===== config.mk =====
export PLATFORM = sky130hd
export DESIGN_NAME = ibex_trace_buffer
export DESIGN_NICKNAME = d
export VERILOG_FILES = /design/src/rtl/ibex_trace_pkg.sv /design/src/rtl/ibex_trace_lockstep_cmp.sv /design/src/rtl/ibex_trace_buffer.sv
export SDC_FILE = /design/constraint.sdc
export NUM_CORES = 1
export LEC_CHECK = 0
export BUFFER_PORTS_ARGS = -buffer_cell sky130_fd_sc_hd__buf_2
export CAP_MARGIN = 20
export CORE_UTILIZATION = 30
export DETAILED_ROUTE_END_ITERATION = 10
export GPL_TIMING_DRIVEN = 0
export PLACE_DENSITY_LB_ADDON = 0.12
export SETUP_SLACK_MARGIN = 0.15
export SLEW_MARGIN = 20
export SYNTH_ARGS = -nofsm -noshare
export SYNTH_HDL_FRONTEND = slang
export SYNTH_SLANG_ARGS = --single-unit

===== constraint.sdc =====
create_clock -name clk_i -period 11.1 [get_ports clk_i]
set_clock_uncertainty 0.15 [all_clocks]
set_input_delay 2.22 -clock clk_i [delete_from_list [all_inputs] [get_ports clk_i]]
set_output_delay 2.22 -clock clk_i [all_outputs]
set_load 0.03 [all_outputs]

===== src/rtl/ibex_trace_pkg.sv =====
// ibex_trace_pkg
// Shared types for the Ibex retirement trace buffer:
//   trace_rec_t   - one compact retirement record
//   trace_mode_e  - capture mode selected when the buffer is armed
//   trace_state_e - capture controller state
package ibex_trace_pkg;

  typedef struct packed {
    logic [31:0] pc;
    logic [31:0] insn;
    logic [31:0] rd_wdata;
    logic [4:0]  rd_addr;
    logic        trap;
    logic        intr;
  } trace_rec_t;

  // Encoding 3 is reserved and behaves like TraceWrap.
  typedef enum logic [1:0] {
    TraceWrap    = 2'd0,
    TraceFill    = 2'd1,
    TraceTrigger = 2'd2
  } trace_mode_e;

  typedef enum logic [1:0] {
    StIdle    = 2'd0,
    StCapture = 2'd1,
    StPost    = 2'd2,
    StFrozen  = 2'd3
  } trace_state_e;

endpackage


===== src/rtl/ibex_trace_lockstep_cmp.sv =====
// ibex_trace_lockstep_cmp
// Purely combinational comparison of two lockstep RVFI retirement channels.
// Ports:
//   valid_i               - per-channel retirement strobe
//   pc_i/insn_i/wdata_i   - per-channel retired PC, instruction, rd write data
//   rd_addr_i             - per-channel destination register
//   trap_i/intr_i         - per-channel trap / interrupt-entry flags
//   mismatch_o            - channels disagree this cycle
module ibex_trace_lockstep_cmp
  import ibex_trace_pkg::*;
(
  input  logic [1:0]       valid_i,
  input  logic [1:0][31:0] pc_i,
  input  logic [1:0][31:0] insn_i,
  input  logic [1:0][31:0] wdata_i,
  input  logic [1:0][4:0]  rd_addr_i,
  input  logic [1:0]       trap_i,
  input  logic [1:0]       intr_i,
  output logic             mismatch_o
);

  trace_rec_t rec [2];

  // Pack each channel into the record layout so the whole record compares at once.
  always_comb begin
    for (int c = 0; c < 2; c++) begin
      rec[c].pc       = pc_i[c];
      rec[c].insn     = insn_i[c];
      rec[c].rd_wdata = wdata_i[c];
      rec[c].rd_addr  = rd_addr_i[c];
      rec[c].trap     = trap_i[c];
      rec[c].intr     = intr_i[c];
    end
  end

  // Record contents only matter when both cores actually retired.
  assign mismatch_o = (valid_i[0] != valid_i[1]) ||
                      (valid_i[0] && valid_i[1] && (rec[0] != rec[1]));

endmodule


===== src/rtl/ibex_trace_buffer.sv =====
// ibex_trace_buffer
// Circular retirement trace buffer fed by the RVFI stream of 1 or 2 lockstep cores.
// Ports:
//   clk_i, rst_ni          - clock, asynchronous active-low reset
//   rvfi_*_i               - per-channel retirement stream (channel 0 recorded)
//   mode_i, arm_i, clear_i - capture mode (sampled on arm), arm pulse, clear pulse
//   rd_valid_o/rd_ready_i  - pop handshake for the oldest record, rd_data_o
//   count_o                - number of stored records
//   capturing_o, frozen_o, overflow_o, mismatch_o - status flags
module ibex_trace_buffer
  import ibex_trace_pkg::*;
#(
  parameter int NumChannels   = 1,
  parameter int Depth         = 16,
  parameter int PostTrigCount = 4
) (
  input  logic                             clk_i,
  input  logic                             rst_ni,
  input  logic [NumChannels-1:0]           rvfi_valid_i,
  input  logic [NumChannels-1:0][31:0]     rvfi_pc_rdata_i,
  input  logic [NumChannels-1:0][31:0]     rvfi_insn_i,
  input  logic [NumChannels-1:0][31:0]     rvfi_rd_wdata_i,
  input  logic [NumChannels-1:0][4:0]      rvfi_rd_addr_i,
  input  logic [NumChannels-1:0]           rvfi_trap_i,
  input  logic [NumChannels-1:0]           rvfi_intr_i,
  input  logic [1:0]                       mode_i,
  input  logic                             arm_i,
  input  logic                             clear_i,
  output logic                             rd_valid_o,
  input  logic                             rd_ready_i,
  output trace_rec_t                       rd_data_o,
  output logic [$clog2(Depth+1)-1:0]       count_o,
  output logic                             capturing_o,
  output logic                             frozen_o,
  output logic                             overflow_o,
  output logic                             mismatch_o
);

  localparam int PW = $clog2(Depth);
  localparam int CW = $clog2(Depth+1);
  localparam logic [CW-1:0] CountFull = CW'(Depth);
  localparam logic [PW-1:0] PostLoad  = PW'(PostTrigCount);

  trace_state_e  state_q, state_d;
  logic [1:0]    mode_q;
  logic [PW-1:0] wptr_q, rptr_q, post_q, post_d;
  logic [CW-1:0] count_q, count_d;
  logic          overflow_q, mismatch_q;
  trace_rec_t    mem_q [Depth];

  trace_rec_t rec0;
  logic       active, push, pop, full, rptr_adv, lockstep_mismatch, mismatch_event;

  assign rec0.pc       = rvfi_pc_rdata_i[0];
  assign rec0.insn     = rvfi_insn_i[0];
  assign rec0.rd_wdata = rvfi_rd_wdata_i[0];
  assign rec0.rd_addr  = rvfi_rd_addr_i[0];
  assign rec0.trap     = rvfi_trap_i[0];
  assign rec0.intr     = rvfi_intr_i[0];

  generate
    if (NumChannels == 2) begin : g_lockstep
      ibex_trace_lockstep_cmp u_cmp (
        .valid_i    (rvfi_valid_i),
        .pc_i       (rvfi_pc_rdata_i),
        .insn_i     (rvfi_insn_i),
        .wdata_i    (rvfi_rd_wdata_i),
        .rd_addr_i  (rvfi_rd_addr_i),
        .trap_i     (rvfi_trap_i),
        .intr_i     (rvfi_intr_i),
        .mismatch_o (lockstep_mismatch)
      );
    end else begin : g_single
      assign lockstep_mismatch = 1'b0;
    end
  endgenerate

  // Arming and clearing take the whole cycle, so retirements then are dropped.
  assign active         = (state_q == StCapture) || (state_q == StPost);
  assign push           = active && rvfi_valid_i[0] && !arm_i && !clear_i;
  assign mismatch_event = active && lockstep_mismatch && !arm_i && !clear_i;
  assign full           = (count_q == CountFull);
  assign pop            = (count_q != '0) && rd_ready_i;
  assign rptr_adv       = pop || (push && full);

  // Occupancy: an overwrite of a full buffer or a push+pop leaves it unchanged.
  always_comb begin
    count_d = count_q;
    if (push && !pop && !full) begin
      count_d = count_q + CW'(1);
    end else if (pop && !push) begin
      count_d = count_q - CW'(1);
    end
  end

  // Capture controller next state: arm restarts, mismatch freezes, then mode rules.
  always_comb begin
    state_d = state_q;
    post_d  = post_q;
    if (arm_i) begin
      state_d = StCapture;
    end else if (mismatch_event) begin
      state_d = StFrozen;
    end else if (push) begin
      if (mode_q == TraceFill) begin
        if (count_d == CountFull) begin
          state_d = StFrozen;
        end
      end else if (mode_q == TraceTrigger) begin
        if (state_q == StPost) begin
          post_d = post_q - PW'(1);
          if (post_q == PW'(1)) begin
            state_d = StFrozen;
          end
        end else if (rec0.trap) begin
          post_d  = PostLoad;
          state_d = (PostTrigCount == 0) ? StFrozen : StPost;
        end
      end
    end
  end

  // Control registers; clear outranks arm and wipes occupancy and flags.
  always_ff @(posedge clk_i or negedge rst_ni) begin
    if (!rst_ni) begin
      state_q    <= StIdle;
      mode_q     <= 2'd0;
      wptr_q     <= '0;
      rptr_q     <= '0;
      post_q     <= '0;
      count_q    <= '0;
      overflow_q <= 1'b0;
      mismatch_q <= 1'b0;
    end else if (clear_i) begin
      state_q    <= StIdle;
      wptr_q     <= '0;
      rptr_q     <= '0;
      post_q     <= '0;
      count_q    <= '0;
      overflow_q <= 1'b0;
      mismatch_q <= 1'b0;
    end else begin
      state_q <= state_d;
      post_q  <= post_d;
      count_q <= count_d;
      if (push) begin
        wptr_q <= wptr_q + PW'(1);
      end
      if (rptr_adv) begin
        rptr_q <= rptr_q + PW'(1);
      end
      if (arm_i) begin
        mode_q     <= mode_i;
        overflow_q <= 1'b0;
        mismatch_q <= 1'b0;
      end else begin
        if (push && full && !pop) begin
          overflow_q <= 1'b1;
        end
        if (mismatch_event) begin
          mismatch_q <= 1'b1;
        end
      end
    end
  end

  // Record storage has no reset; entries are only visible once counted.
  always_ff @(posedge clk_i) begin
    if (push) begin
      mem_q[wptr_q] <= rec0;
    end
  end

  assign rd_valid_o  = (count_q != '0);
  assign rd_data_o   = mem_q[rptr_q];
  assign count_o     = count_q;
  assign capturing_o = active;
  assign frozen_o    = (state_q == StFrozen);
  assign overflow_o  = overflow_q;
  assign mismatch_o  = mismatch_q;

endmodule

==> run summary <==
Avg Cell Area, Syn: 25.5 µm²
Worst setup EP type: output port
crit path max fanout: 10
area of the multi-input gates: 0.0127 mm²
core area: 0.210 mm²
Startpoint Class: register
dpl cells: 5,750
layout cells sized above 1: 40.5%
worst skew pair latency: 0.81 ns
CTS tree: done
Vias/cell: 4.83
critical path class: reg -> out
fin cells: 6,089
crit-path most repeated cell: mux4_2
ys async rst share: 1.32%
I/O Buffers: 222
synthesized area: 0.0632 mm²
fillers: 19,000
clk buf depth: 3
TNS Setup: 0 ns
post-CTS setup buffer count: 0
#FFs+latches synth: 1,670
top_reg_cell synth: edfxtp_1
Post-DP Area: 0.0704 mm²
Register Area: 0.0500 mm²
fin crit share: 64.2%
hold wc startpoint: post_q[1]
worst reg2reg path endpoint: mem_q[3][55]
vias in the first global route: 31,600
drt pass-1 iters: 5
Chip Width: 461 µm
total gr overflow: 0
register area share after synthesis: 79.1%
number of clock sinks: 1,670
Leak Pwr: 23.9 nW
DRT Wirelength: 176,000 µm
die area: 0.213 mm²
Mapped Nets: 2,600
Die Y: 461 µm
Initial Util: 30.2%
post-route cell area: 0.0762 mm²
Max Clock Freq: 0.140 GHz
Vias: 29,400
outcome: complete, no violations
Ports: 224
Hold Fails Final Rpt: 0
drt drc: 0
cells on worst reg2reg path: 13
Hold EP: post_q[1]
crit path buf inv count: 4
antenna violations before repair: 45
Root Driver: clkbuf_16
Worst-Margin Slew: 1.08 ns
CP delay by family, top: buffers and inverters
Slew HR: 28.3%
max cap viols: 0
maximum VDD drop: 161 µV
initial drt markers: 2,491
R2R setup slack: 6.41 ns
area grow syn2layout: 20.5%
cell area power density: 204 mW/mm²
Cell Rows: 168
CP Cell Sequence: clkbuf_1 > clkbuf_2 > buf_1 > mux4_2 > mux4_2 > buf_2
CP peak stage delay: 0.78 ns
final setup fails: 0
CTS H-tree depth: 4
total CTS buffers: 184
final core occ: 36.4%
post-layout minimum cycle time: 7.13 ns
Post-DRT Antenna Nets: 0
Distinct cells, synth: 53
post-DP HPWL: 118,000 µm
Critical R2R Launch: state_q[0]
Data arrival, critical path: 4.76 ns
cts hold-fix bufs: 0
Max stage delay cell, worst path: clkbuf_1
Routed wire per std cell: 28.9 µm
RSZ-0062 raised after global routing: no
CP required: 8.73 ns
Nets: 3,255
Post-synth EDFFs: 1,648
largest net degree at the start of global routing: 30
clock-pin slew on the worst setup and hold paths: 0.06 ns
GRT Util Overall: 16.6%
post-CTS sizing: 0
Post-Syn Instances: 2,476
min-delay worst type: reg -> reg
first-pass GRT wire length: 245,000 µm
Max Slew Vio Count: 0
Worst Hold Depth: 2
YS warnings: 0
GP Congestion: 0.719
## cell usage in the layout, fill, tap and decap left out, types with 10 or more instances in the layout
cell type and instances:
clkinv_2 28, inv_1 23, buf_16 16, buf_6 13, dfrtp_1 22, ha_1 13, buf_1 10, buf_4 95
clkbuf_16 191, nor2_1 20, bufinv_16 14, buf_2 353, clkinv_1 42, clkbuf_2 24, edfxtp_1 1648, clkbuf_1 94
buf_12 28, mux4_2 515
## cell usage after synthesis (all sizes together), types with 2 or more instances
library cell	number	share of area (%)
edfxtp	1648	78
mux4	515	18
clkbuf	76	0.45
buf	53	0.36
nor2	24	0.14
inv	23	0.14
dfrtp	22	0.87
ha	13	0.26
nor3	12	0.095
nand2	8	0.047
and3	7	0.069
nand3	7	0.075
a21oi	6	0.047
o21ai	5	0.040
nand4	4	0.040
nor3b	4	0.047
nor4	4	0.040
xor2	4	0.055
a31oi	3	0.030
mux2i	3	0.047
xnor2	3	0.042
a2111oi	2	0.038
a21boi	2	0.030
a21o	2	0.024
a22oi	2	0.024
o2111ai	2	0.028
o221ai	2	0.028
or4b	2	0.038
## worst reg2reg max path, delay by kind of cell, from the launching register on
| family | cells | cell delay (ns) |
|---|---|---|
| fa+ha+maj | 1 | 0.36 |
| buf+inv | 10 | 2.22 |
| flops | 1 | 0.38 |
| simple gates | 2 | 1.28 |
## per-layer routing
metal / global-route usage [%] / wire (µm) / share of wire (%)
met1: 20.8 / 71700 / 41
met2: 29.6 / 92300 / 52
met3: 3.40 / 8620 / 4.9
met4: 3.51 / 3070 / 1.7
met5: 0 / 188 / 0.11
## logic make-up (layout without fill, tap and decap cells)
logic type | count (synthesis) | after routing | share of synthesized area, %
flip-flops | 1670 | 1670 | 79.1
adder cells (fa/ha/maj) | 14 | 14 | 0.275
other | 1 | 7 | 0.00593
AND/OR/NAND/NOR | 78 | 78 | 0.700
XOR/XNOR | 7 | 7 | 0.0970
AO/OA/AOI/OAI | 35 | 35 | 0.427
buffers and inverters | 152 | 954 | 0.950
multiplexers | 519 | 519 | 18.4
## final cells by class
cell class,instances,share of cell area (%)
inverters,23,0.113
clock inverters,102,1.17
flip-flops and latches,1670,65.7
plain buffers,129,0.762
well taps,2805,4.60
multi-input cells,654,16.6
repair buffers,469,4.57
diodes,6,0.0197
clock buffers,231,6.47
## worst max path at each step
stage,depth (start not counted),endpoint,slack (ns),startpoint
finish,6,rd_data_o[101],3.97,rptr_q[1]
global route,6,rd_data_o[61],3.77,rptr_q[1]
CTS,6,rd_data_o[3],3.75,rptr_q[1]
detailed placement,6,rd_data_o[6],4.68,rptr_q[1]
global placement,5,mem_q[0][54],-19.94,clear_i
floorplan,4,mem_q[0][0],-2.64,clear_i
## per-stage QoR
step	setup slack, ns	hold slack [ns]	total power, mW
floorplan	-2.64	0.333	8.92
global placement	-19.94	0.360	9.83
detailed placement	4.68	0.365	9.87
CTS	3.75	0.380	15.8
global route	3.77	0.435	16.1
finish	3.97	0.377	15.6
## state kept, by name (all words and copies together), names as in the netlist
register and cells:
mem_q 1648, count_o 5, post_q 4, rptr_q 4
wptr_q 4, mode_q 2, state_q 2, overflow_o 1
## where the power goes
| part | total (mW) | leakage, nW | switching [mW] | internal [mW] |
|---|---|---|---|---|
| sequential | 6.96 | 15.1 | 0.0160 | 6.94 |
| combinational | 2.69 | 5.92 | 1.51 | 1.19 |
| clock | 5.92 | 2.83 | 2.46 | 3.46 |
Note: power is estimated with default switching activity, not from simulation.
